**src/rtl/fetch_pkg.sv**
```systemverilog
// fetch_pkg: shared types, constants and the redirect-target helper
// for the fetch queue unit.
package fetch_pkg;

    localparam int XLEN_P = 32;

    localparam logic [XLEN_P-1:0] PC_INC = 32'd4;

    typedef enum logic {
        RUN,
        HALT
    } fetch_state_e;

    typedef struct packed {
        logic [XLEN_P-1:0] instr;
        logic [XLEN_P-1:0] pc;
    } fetch_entry_t;

    // JALR clears bit 0 of its sum; JAL and branches use pc + imm.
    function automatic logic [XLEN_P-1:0] redirect_target(
        input logic              jalr,
        input logic [XLEN_P-1:0] ex_pc,
        input logic [XLEN_P-1:0] r1,
        input logic [XLEN_P-1:0] imm
    );
        logic [XLEN_P-1:0] sum;
        sum = jalr ? (r1 + imm) : (ex_pc + imm);
        return jalr ? {sum[XLEN_P-1:1], 1'b0} : sum;
    endfunction

endpackage

```
**src/rtl/fetch_fifo.sv**
```systemverilog
// fetch_fifo: synchronous FIFO with flush; pop on empty is ignored.
// Ports: clk_i, rst_i, flush_i, push_i/wdata_i, pop_i/rdata_o, count_o, empty_o, full_o.
module fetch_fifo #(
    parameter  int WIDTH = 64,
    parameter  int DEPTH = 4,
    localparam int AW    = (DEPTH > 1) ? $clog2(DEPTH) : 1,
    localparam int CW    = $clog2(DEPTH + 1)
) (
    input  logic             clk_i,
    input  logic             rst_i,
    input  logic             flush_i,
    input  logic             push_i,
    input  logic [WIDTH-1:0] wdata_i,
    input  logic             pop_i,
    output logic [WIDTH-1:0] rdata_o,
    output logic [CW-1:0]    count_o,
    output logic             empty_o,
    output logic             full_o
);

    logic [WIDTH-1:0] mem_q [DEPTH];
    logic [AW-1:0]    wptr_q;
    logic [AW-1:0]    rptr_q;
    logic [CW-1:0]    cnt_q;
    logic             do_push;
    logic             do_pop;

    function automatic logic [AW-1:0] nxt(input logic [AW-1:0] p);
        return (p == AW'(DEPTH - 1)) ? '0 : p + 1'b1;
    endfunction

    assign empty_o = (cnt_q == '0);
    assign full_o  = (cnt_q == CW'(DEPTH));
    assign count_o = cnt_q;
    assign rdata_o = mem_q[rptr_q];

    assign do_pop  = pop_i && !empty_o;
    assign do_push = push_i && (!full_o || do_pop);

    always_ff @(posedge clk_i) begin
        if (rst_i || flush_i) begin
            wptr_q <= '0;
            rptr_q <= '0;
            cnt_q  <= '0;
        end else begin
            if (do_push) wptr_q <= nxt(wptr_q);
            if (do_pop)  rptr_q <= nxt(rptr_q);
            cnt_q <= cnt_q + CW'(do_push) - CW'(do_pop);
        end
    end

    always_ff @(posedge clk_i) begin
        if (do_push && !flush_i && !rst_i) mem_q[wptr_q] <= wdata_i;
    end

    a_no_overflow : assert property (
        @(posedge clk_i) disable iff (rst_i || flush_i)
        !(push_i && full_o && !pop_i)
    );

endmodule

```
**src/rtl/fetch_queue_unit.sv**
```systemverilog
// fetch_queue_unit: sequential fetch with prefetch queue, in-order imem
// req/gnt/rvalid, redirect flush and misalign halt.
// Ports: clk_i, PCrst_i, BE_i/UJE_i/JALRE_i, ex_pc_i, R1_i, immed_i,
// imem_req_o/addr_o/gnt_i/rvalid_i/rdata_i, instr_valid_o/ready_i/instr_o/pc_o, misalign_o.
module fetch_queue_unit
    import fetch_pkg::*;
#(
    parameter int              XLEN      = XLEN_P,
    parameter int              DEPTH     = 4,
    parameter int              MAX_OUTST = 2,
    parameter logic [XLEN-1:0] RESET_PC  = '0
) (
    input  logic            clk_i,
    input  logic            PCrst_i,
    input  logic            BE_i,
    input  logic            UJE_i,
    input  logic            JALRE_i,
    input  logic [XLEN-1:0] ex_pc_i,
    input  logic [XLEN-1:0] R1_i,
    input  logic [XLEN-1:0] immed_i,
    output logic            imem_req_o,
    output logic [XLEN-1:0] imem_addr_o,
    input  logic            imem_gnt_i,
    input  logic            imem_rvalid_i,
    input  logic [XLEN-1:0] imem_rdata_i,
    output logic            instr_valid_o,
    input  logic            instr_ready_i,
    output logic [XLEN-1:0] instr_o,
    output logic [XLEN-1:0] instr_pc_o,
    output logic            misalign_o
);

    localparam int OW = $clog2(MAX_OUTST + 1);
    localparam int QW = $clog2(DEPTH + 1);

    fetch_state_e    state_q, state_d;
    logic [XLEN-1:0] pc_q, pc_d;
    logic [OW-1:0]   disc_q, disc_d;
    logic            mis_q, mis_d;

    logic            redirect;
    logic            aligned;
    logic            fire;
    logic            keep;
    logic [XLEN-1:0] target;

    fetch_entry_t    pf_wdata;
    fetch_entry_t    pf_rdata;
    logic [QW-1:0]   pf_count;
    logic            pf_empty;
    logic            pf_full;

    logic [XLEN-1:0] pend_pc;
    logic [OW-1:0]   outst;
    logic            pend_empty;
    logic            pend_full;

    assign redirect = BE_i | UJE_i | JALRE_i;
    assign target   = redirect_target(JALRE_i, ex_pc_i, R1_i, immed_i);
    assign aligned  = (target[1:0] == 2'b00);

    assign imem_req_o = !PCrst_i && (state_q == RUN) && !redirect
                     && (int'(pf_count) + int'(outst) < DEPTH)
                     && !pend_full;
    assign imem_addr_o = pc_q;
    assign fire        = imem_req_o && imem_gnt_i;

    // Responses owed to a flushed stream are dropped until disc_q drains.
    assign keep     = imem_rvalid_i && (disc_q == '0) && !redirect;
    assign pf_wdata = '{instr: imem_rdata_i, pc: pend_pc};

    // Outstanding count is the occupancy of the pending-PC tracker.
    fetch_fifo #(.WIDTH(XLEN), .DEPTH(MAX_OUTST)) u_pend (
        .clk_i   (clk_i),
        .rst_i   (PCrst_i),
        .flush_i (1'b0),
        .push_i  (fire),
        .wdata_i (pc_q),
        .pop_i   (imem_rvalid_i),
        .rdata_o (pend_pc),
        .count_o (outst),
        .empty_o (pend_empty),
        .full_o  (pend_full)
    );

    fetch_fifo #(.WIDTH($bits(fetch_entry_t)), .DEPTH(DEPTH)) u_pf (
        .clk_i   (clk_i),
        .rst_i   (PCrst_i),
        .flush_i (redirect),
        .push_i  (keep),
        .wdata_i (pf_wdata),
        .pop_i   (instr_ready_i),
        .rdata_o (pf_rdata),
        .count_o (pf_count),
        .empty_o (pf_empty),
        .full_o  (pf_full)
    );

    always_comb begin
        state_d = state_q;
        pc_d    = pc_q;
        disc_d  = disc_q;
        mis_d   = 1'b0;
        if (redirect) begin
            // No grant is possible this cycle, so what remains in
            // flight after this response is exactly what must be dropped.
            disc_d = outst - OW'(imem_rvalid_i);
            if (aligned) begin
                pc_d    = target;
                state_d = RUN;
            end else begin
                mis_d   = 1'b1;
                state_d = HALT;
            end
        end else begin
            if (fire) pc_d = pc_q + PC_INC;
            if (imem_rvalid_i && disc_q != '0) disc_d = disc_q - 1'b1;
        end
    end

    always_ff @(posedge clk_i) begin
        if (PCrst_i) begin
            state_q <= RUN;
            pc_q    <= RESET_PC;
            disc_q  <= '0;
            mis_q   <= 1'b0;
        end else begin
            state_q <= state_d;
            pc_q    <= pc_d;
            disc_q  <= disc_d;
            mis_q   <= mis_d;
        end
    end

    assign instr_valid_o = !pf_empty;
    assign instr_o       = pf_empty ? '0 : pf_rdata.instr;
    assign instr_pc_o    = pf_empty ? '0 : pf_rdata.pc;
    assign misalign_o    = mis_q;

    a_full_no_req : assert property (
        @(posedge clk_i) disable iff (PCrst_i) pf_full |-> !imem_req_o
    );

    a_rsp_has_req : assert property (
        @(posedge clk_i) disable iff (PCrst_i) imem_rvalid_i |-> !pend_empty
    );

endmodule

```
**config.mk**
```make
export PLATFORM = sky130hd
export DESIGN_NAME = fetch_queue_unit
export DESIGN_NICKNAME = d
export VERILOG_FILES = /design/src/rtl/fetch_pkg.sv /design/src/rtl/fetch_fifo.sv /design/src/rtl/fetch_queue_unit.sv
export SDC_FILE = /design/constraint.sdc
export NUM_CORES = 1
export LEC_CHECK = 0
export ABC_AREA = 1
export CELL_PAD_IN_SITES_DETAIL_PLACEMENT = 0
export CELL_PAD_IN_SITES_GLOBAL_PLACEMENT = 1
export CORE_ASPECT_RATIO = 1.2
export CORE_MARGIN = 2
export CORE_UTILIZATION = 44
export CTS_BUF_LIST = sky130_fd_sc_hd__clkbuf_2 sky130_fd_sc_hd__clkbuf_4 sky130_fd_sc_hd__clkbuf_8
export DETAILED_ROUTE_END_ITERATION = 10
export PLACE_DENSITY_LB_ADDON = 0.1
export SLEW_MARGIN = 0
export SYNTH_ARGS = -nofsm -noshare
export SYNTH_HDL_FRONTEND = slang
export SYNTH_SLANG_ARGS = --single-unit
```
**constraint.sdc**
```tcl
create_clock -name clk_i -period 5.2 [get_ports clk_i]
set_input_delay 0.52 -clock clk_i [delete_from_list [all_inputs] [get_ports clk_i]]
set_output_delay 0.52 -clock clk_i [all_outputs]
set_load 0.02 [all_outputs]
```
==> results.toml, run 1 <==
[clock_tree]
clk_latency_ns = 0.59
cts_resized = 0
clkTransAtPathRegs_ns = 0.06
cts-buffers-inserted = 53
cts_max_level = 2
cts_tree = "done"
cts.sinks = 370
clockBufferDepth = 3
cts_setup_buffers = 0
cts_root_buffer = "clkbuf_8"
hold_buffers = 0

[yosys]
synth_edf_count = 320
ys_types = 41
synthesis.nets = 2068
yosys_warnings = 0
ys_seq_area_frac = 0.595
syn_inst = 1886
ys.flop_type = "edfxtp_1"
yosys-top-cells-count = "374 x nand2_1, 343 x nor2_1, 320 x edfxtp_1"
synthArstFlopShare = 0
yosysTopAreaCell = "edfxtp_1"
synth.most_common_cell = "nand2_1"
syn_avg_cell_area_sq_um = 9.45
synth_top_area_frac = 0.539
syn_area_sq_um = 17800
synthTopCellsByArea = "edfxtp_1 54%, nand2_1 7.9%, nor2_1 7.2%"
synth_seq_cells = 370

[detailed_routing]
drtIter0Drc = 626
ant_nets = 0
dr.pass1.iters = 5
vias = 13489
viasPerCell = 5.01
drc = 0
wirelength_um = 44200
wl_per_cell_um = 16.4

[timing]
setup_violations = 0
tns_ns = 0
skew_ns = 0.0223
relSlewSlack = 0.274
worst_pin_slew_ns = 1.09
period_share = 0.754
final.min_clock_period_ns = 3.92
rsz0062_at_grt = "false"
final_max_slew_viol_count = 0
hold_viol_final = 0
max_freq_mhz = 255

[min_path]
holdCritPathClass = "reg2reg"

[critical_path]
crit_type = "reg2out"
critPathCaptureType = "output port"
cp_max_fo = 68
crit_chain = "buf_4 -> nor2_1 -> nor2_1 -> o21ai_0 -> a21oi_1 -> clkdlybuf4s50_1"
cpPeakStageDelay_ns = 0.82
slowest_stage = "dfxtp_4"
crit_top_cell = "nor2_1"
arrival_ns = 3.40
cp_data_required_time_ns = 4.68
startpoint_type = "register"

[floorplan]
die_h_um = 224
core.rowCount = 80
core_sq_um = 39800
ios = 235
initial_utilization = 0.447
dieArea_sq_um = 42100
die_w_um = 188

[status]
status = "finished clean"

[final_layout]
area_growth_pct = 22.6
drive_gt1_frac = 0.0754
fill_cells = 3670
regArea_sq_um = 10600
nets = 2302
post-route-cell-area_sq_um = 21800
multi_input_area_sq_um = 6310

[run]
cap_violations = 0

[global_routing]
grt_pass1_vias = 13159
grt_pass1_wl_um = 69200
grt_max_degree = 77
gr-total-overflow = 0
antenna_found_initial = 1
grt_usage = 0.207

[placement]
placed_cell_area_sq_um = 20800
portBuffers = 234
post-dp-hpwl_um = 29800
place_congestion = 0.901

[power]
ir_worst_vdd_uv = 174
p_leak_nw = 8.50
power_density_nw_per_um2 = 305
==> worst max-delay path: cells and delay by family, from the launching register on <==
kind	cells	cell delay, ns
AO/OA/AOI/OAI	2	0.40
buffers and inverters	2	1.35
flip-flops	1	0.82
AND/OR/NAND/NOR	2	0.21
==> kinds of logic after synthesis <==
group	share of synthesized area
mux	0.0202
buf+inv	0.0524
compound gates	0.0987
simple gates	0.187
xor+xnor	0.0133
fa+ha+maj	0.0331
flops	0.595
==> state kept, by name, indices dropped and copies added, names as in the netlist, named ones only <==
register,cells
u_pf.mem_q,256
u_pf.count_o,3
imem_addr_o,32
u_pf.rptr_q,2
state_q,1
u_pf.wptr_q,2
disc_q,2
misalign_o,1
u_pend.wptr_q,1
u_pend.count_o,2
u_pend.rptr_q,1
u_pend.mem_q,64
==> final timing paths <==
check	from	end	slack (ns)	cells past startpoint
worst max register to register	u_pf.count_o[1]	u_pf.count_o[2]	2.15	11
worst min register to register	u_pend.rptr_q	register	0.46	1
worst max-delay path	register	instr_pc_o[9]	1.28	6
worst min-delay path	u_pend.rptr_q	register	0.46	1
==> cells in the final DEF, fill, tap and decap left out, types with 23 or more instances in the layout <==
| cell | instances |
|---|---|
| ha_1 | 44 |
| a21oi_1 | 138 |
| xor2_1 | 23 |
| nor2_1 | 338 |
| inv_1 | 162 |
| clkdlybuf4s50_1 | 234 |
| edfxtp_1 | 320 |
| nand3_1 | 55 |
| mux2_2 | 32 |
| nand2_1 | 374 |
| clkbuf_8 | 56 |
| o21ai_0 | 177 |
| dfxtp_1 | 48 |
==> where the power goes <==
| part | switching, mW | total, mW | leakage, nW | internal, mW |
|---|---|---|---|---|
| Clock | 1.05 | 2.29 | 0.567 | 1.24 |
| Combinational | 0.538 | 0.942 | 4.62 | 0.404 |
| Sequential | 0.117 | 3.44 | 3.31 | 3.32 |
==> layer usage <==
metal / up-vias / global-route usage / wire length [um]
li1: 6824 / - / -
met1: 6235 / 0.248 / 18400
met2: 359 / 0.382 / 22700
met3: 71 / 0.0307 / 2030
met4: 0 / 0.0696 / 1120
met5: - / 0 / 0
==> metrics by stage <==
stage	hold WS, ns	utilization	setup slack (ns)	cells	total power [mW]
floorplan	0.426	-	0.596	1886	4.04
global placement	0.435	0.521	1.23	2598	4.44
detailed placement	0.449	0.521	1.16	2598	4.45
CTS	0.459	0.548	1.13	2694	6.75
global route	0.475	0.548	0.962	2695	6.99
finish	0.460	0.548	1.28	2695	6.67
==> cell type report <==
type	instances	area share
clock inverters	27	0.00922
well taps	533	0.0305
multi-input cells	1274	0.289
repair buffers	256	0.117
clock buffers	69	0.0397
diodes	1	0.000115
flip-flops and latches	370	0.486
inverters	165	0.0284
Power figures use the tool's default switching activity.
==> run 2: changes to the inputs <==
--- a/config.mk
+++ b/config.mk
@@ -10,7 +10,7 @@
 export CELL_PAD_IN_SITES_GLOBAL_PLACEMENT = 1
 export CORE_ASPECT_RATIO = 1.2
 export CORE_MARGIN = 2
-export CORE_UTILIZATION = 44
+export CORE_UTILIZATION = 40
 export CTS_BUF_LIST = sky130_fd_sc_hd__clkbuf_2 sky130_fd_sc_hd__clkbuf_4 sky130_fd_sc_hd__clkbuf_8
 export DETAILED_ROUTE_END_ITERATION = 10
 export PLACE_DENSITY_LB_ADDON = 0.1
==> constraint.sdc (replaced) <==
create_clock -name clk_i -period 3.5 [get_ports clk_i]
set_input_delay 0.35 -clock clk_i [delete_from_list [all_inputs] [get_ports clk_i]]
set_output_delay 0.35 -clock clk_i [all_outputs]
set_load 0.02 [all_outputs]
==> results.toml, run 2 (synthesized netlist as in run 1, its figures left out) <==
[timing]
max_freq_mhz = 306
rsz0062_at_grt = "false"
period_share = 0.934
worst_slack_ns = 0.231
hold_viol_final = 0
worst_pin_slew_ns = 0.900
relSlewSlack = 0.400
final.min_clock_period_ns = 3.27
tns_ns = 0
final_max_slew_viol_count = 0
skew_ns = 0.0238
setup_violations = 0

[clock_tree]
clkTransAtPathRegs_ns = 0.07
clockBufferDepth = 3
cts-buffers-inserted = 54
cts_resized = 0
clk_latency_ns = 0.60
cts_tree = "done"
cts_setup_buffers = 0
cts_root_buffer = "clkbuf_8"
hold_buffers = 0
cts_max_level = 2
cts.sinks = 370

[critical_path]
cp_data_required_time_ns = 3.15
critPathCaptureType = "output port"
startpoint_type = "register"
arrival_ns = 2.92
crit_type = "reg2out"
cp_max_fo = 40

[placement]
post-dp-hpwl_um = 31900
post-place-ws_ns = 0.206
portBuffers = 234
placed_cells = 2640
place_congestion = 0.878

[final_layout]
area_growth_pct = 23.9
regMostFlops = "u_pf.mem_q"
final_common_cell = "nand2_1"
nets = 2319
largest_reg_flops = 256
instances_no_fill = 2741
layout_common_cells = "374 x nand2_1, 338 x nor2_1, 320 x edfxtp_1"
drive_gt1_frac = 0.0825

[floorplan]
die_w_um = 197
initial_utilization = 0.406
dieArea_sq_um = 46300
ios = 235
die_h_um = 235
core.rowCount = 84
core_sq_um = 43900

[detailed_routing]
highest_layer = "met4"
dr.pass1.iters = 4
dr_wl_met2_um = 23400
drc = 0
wl_per_cell_um = 16.8
ant_nets = 0
drtIter0Drc = 561
vias = 13536
wl_met1_um = 19300
wirelength_um = 46100
wl_met3_um = 1910
viasPerCell = 4.94

[power]
power.total_mw = 9.94
power_density_nw_per_um2 = 450
p_leak_nw = 8.59
ir_worst_vdd_uv = 260

[global_routing]
grt_pass1_wl_um = 72300
gr-total-overflow = 0
antenna_found_initial = 1
grt_max_degree = 129
grt_pass1_vias = 13606
grt_usage = 0.197

[run]
cap_violations = 0

[status]
status = "finished clean"

[min_path]
holdCritPathClass = "in2reg"
-- run 2: worst paths after layout --
check,to,cells past startpoint,slack [ns],start
setup reg to reg,u_pf.count_o[2],11,0.80,u_pf.count_o[1]
hold / removal,u_pf.mem_q[3][60],1,0.39,imem_rdata_i[28]
setup / recovery,instr_pc_o[25],5,0.23,register
hold reg to reg,u_pend.rptr_q,1,0.47,u_pend.rptr_q
-- run 2: worst max-delay path, stage by stage, from the launching register on --
cell and delay (ns):
dfxtp_4 0.35, inv_2 0.49, buf_4 0.40, o21ai_0 0.14, a21oi_1 0.26, clkdlybuf4s50_1 0.65
-- run 2: metrics by stage --
stage               hold WS [ns]  instance area [sq um]  utilization
floorplan                  0.426                  17800            -
global placement           0.435                  21000        0.478
detailed placement         0.452                  21000        0.478
CTS                        0.344                  22100        0.503
global route               0.368                  22100        0.503
finish                     0.392                  22100        0.503
-- run 2: area by class of cell --
cell class | count | area [sq um]
multi-input combinational | 1274 | 6320
antenna | 1 | 2.50
tap | 559 | 699
clock inverter | 29 | 184
timing repair buffer | 272 | 2750
fill | 4113 | 21800
sequential | 370 | 10600
clock buffer | 71 | 890
inverter | 165 | 619
-- run 2: layer usage --
metal	up-vias	global-route usage
met5	-	0
met4	0	0.0743
met3	80	0.0279
met2	329	0.362
met1	6273	0.233
li1	6854	-
-- run 2: power by group --
part	internal (mW)	leakage, nW	switching, mW
clock network	1.81	0.574	1.60
logic	0.613	4.70	0.807
registers	4.93	3.31	0.179
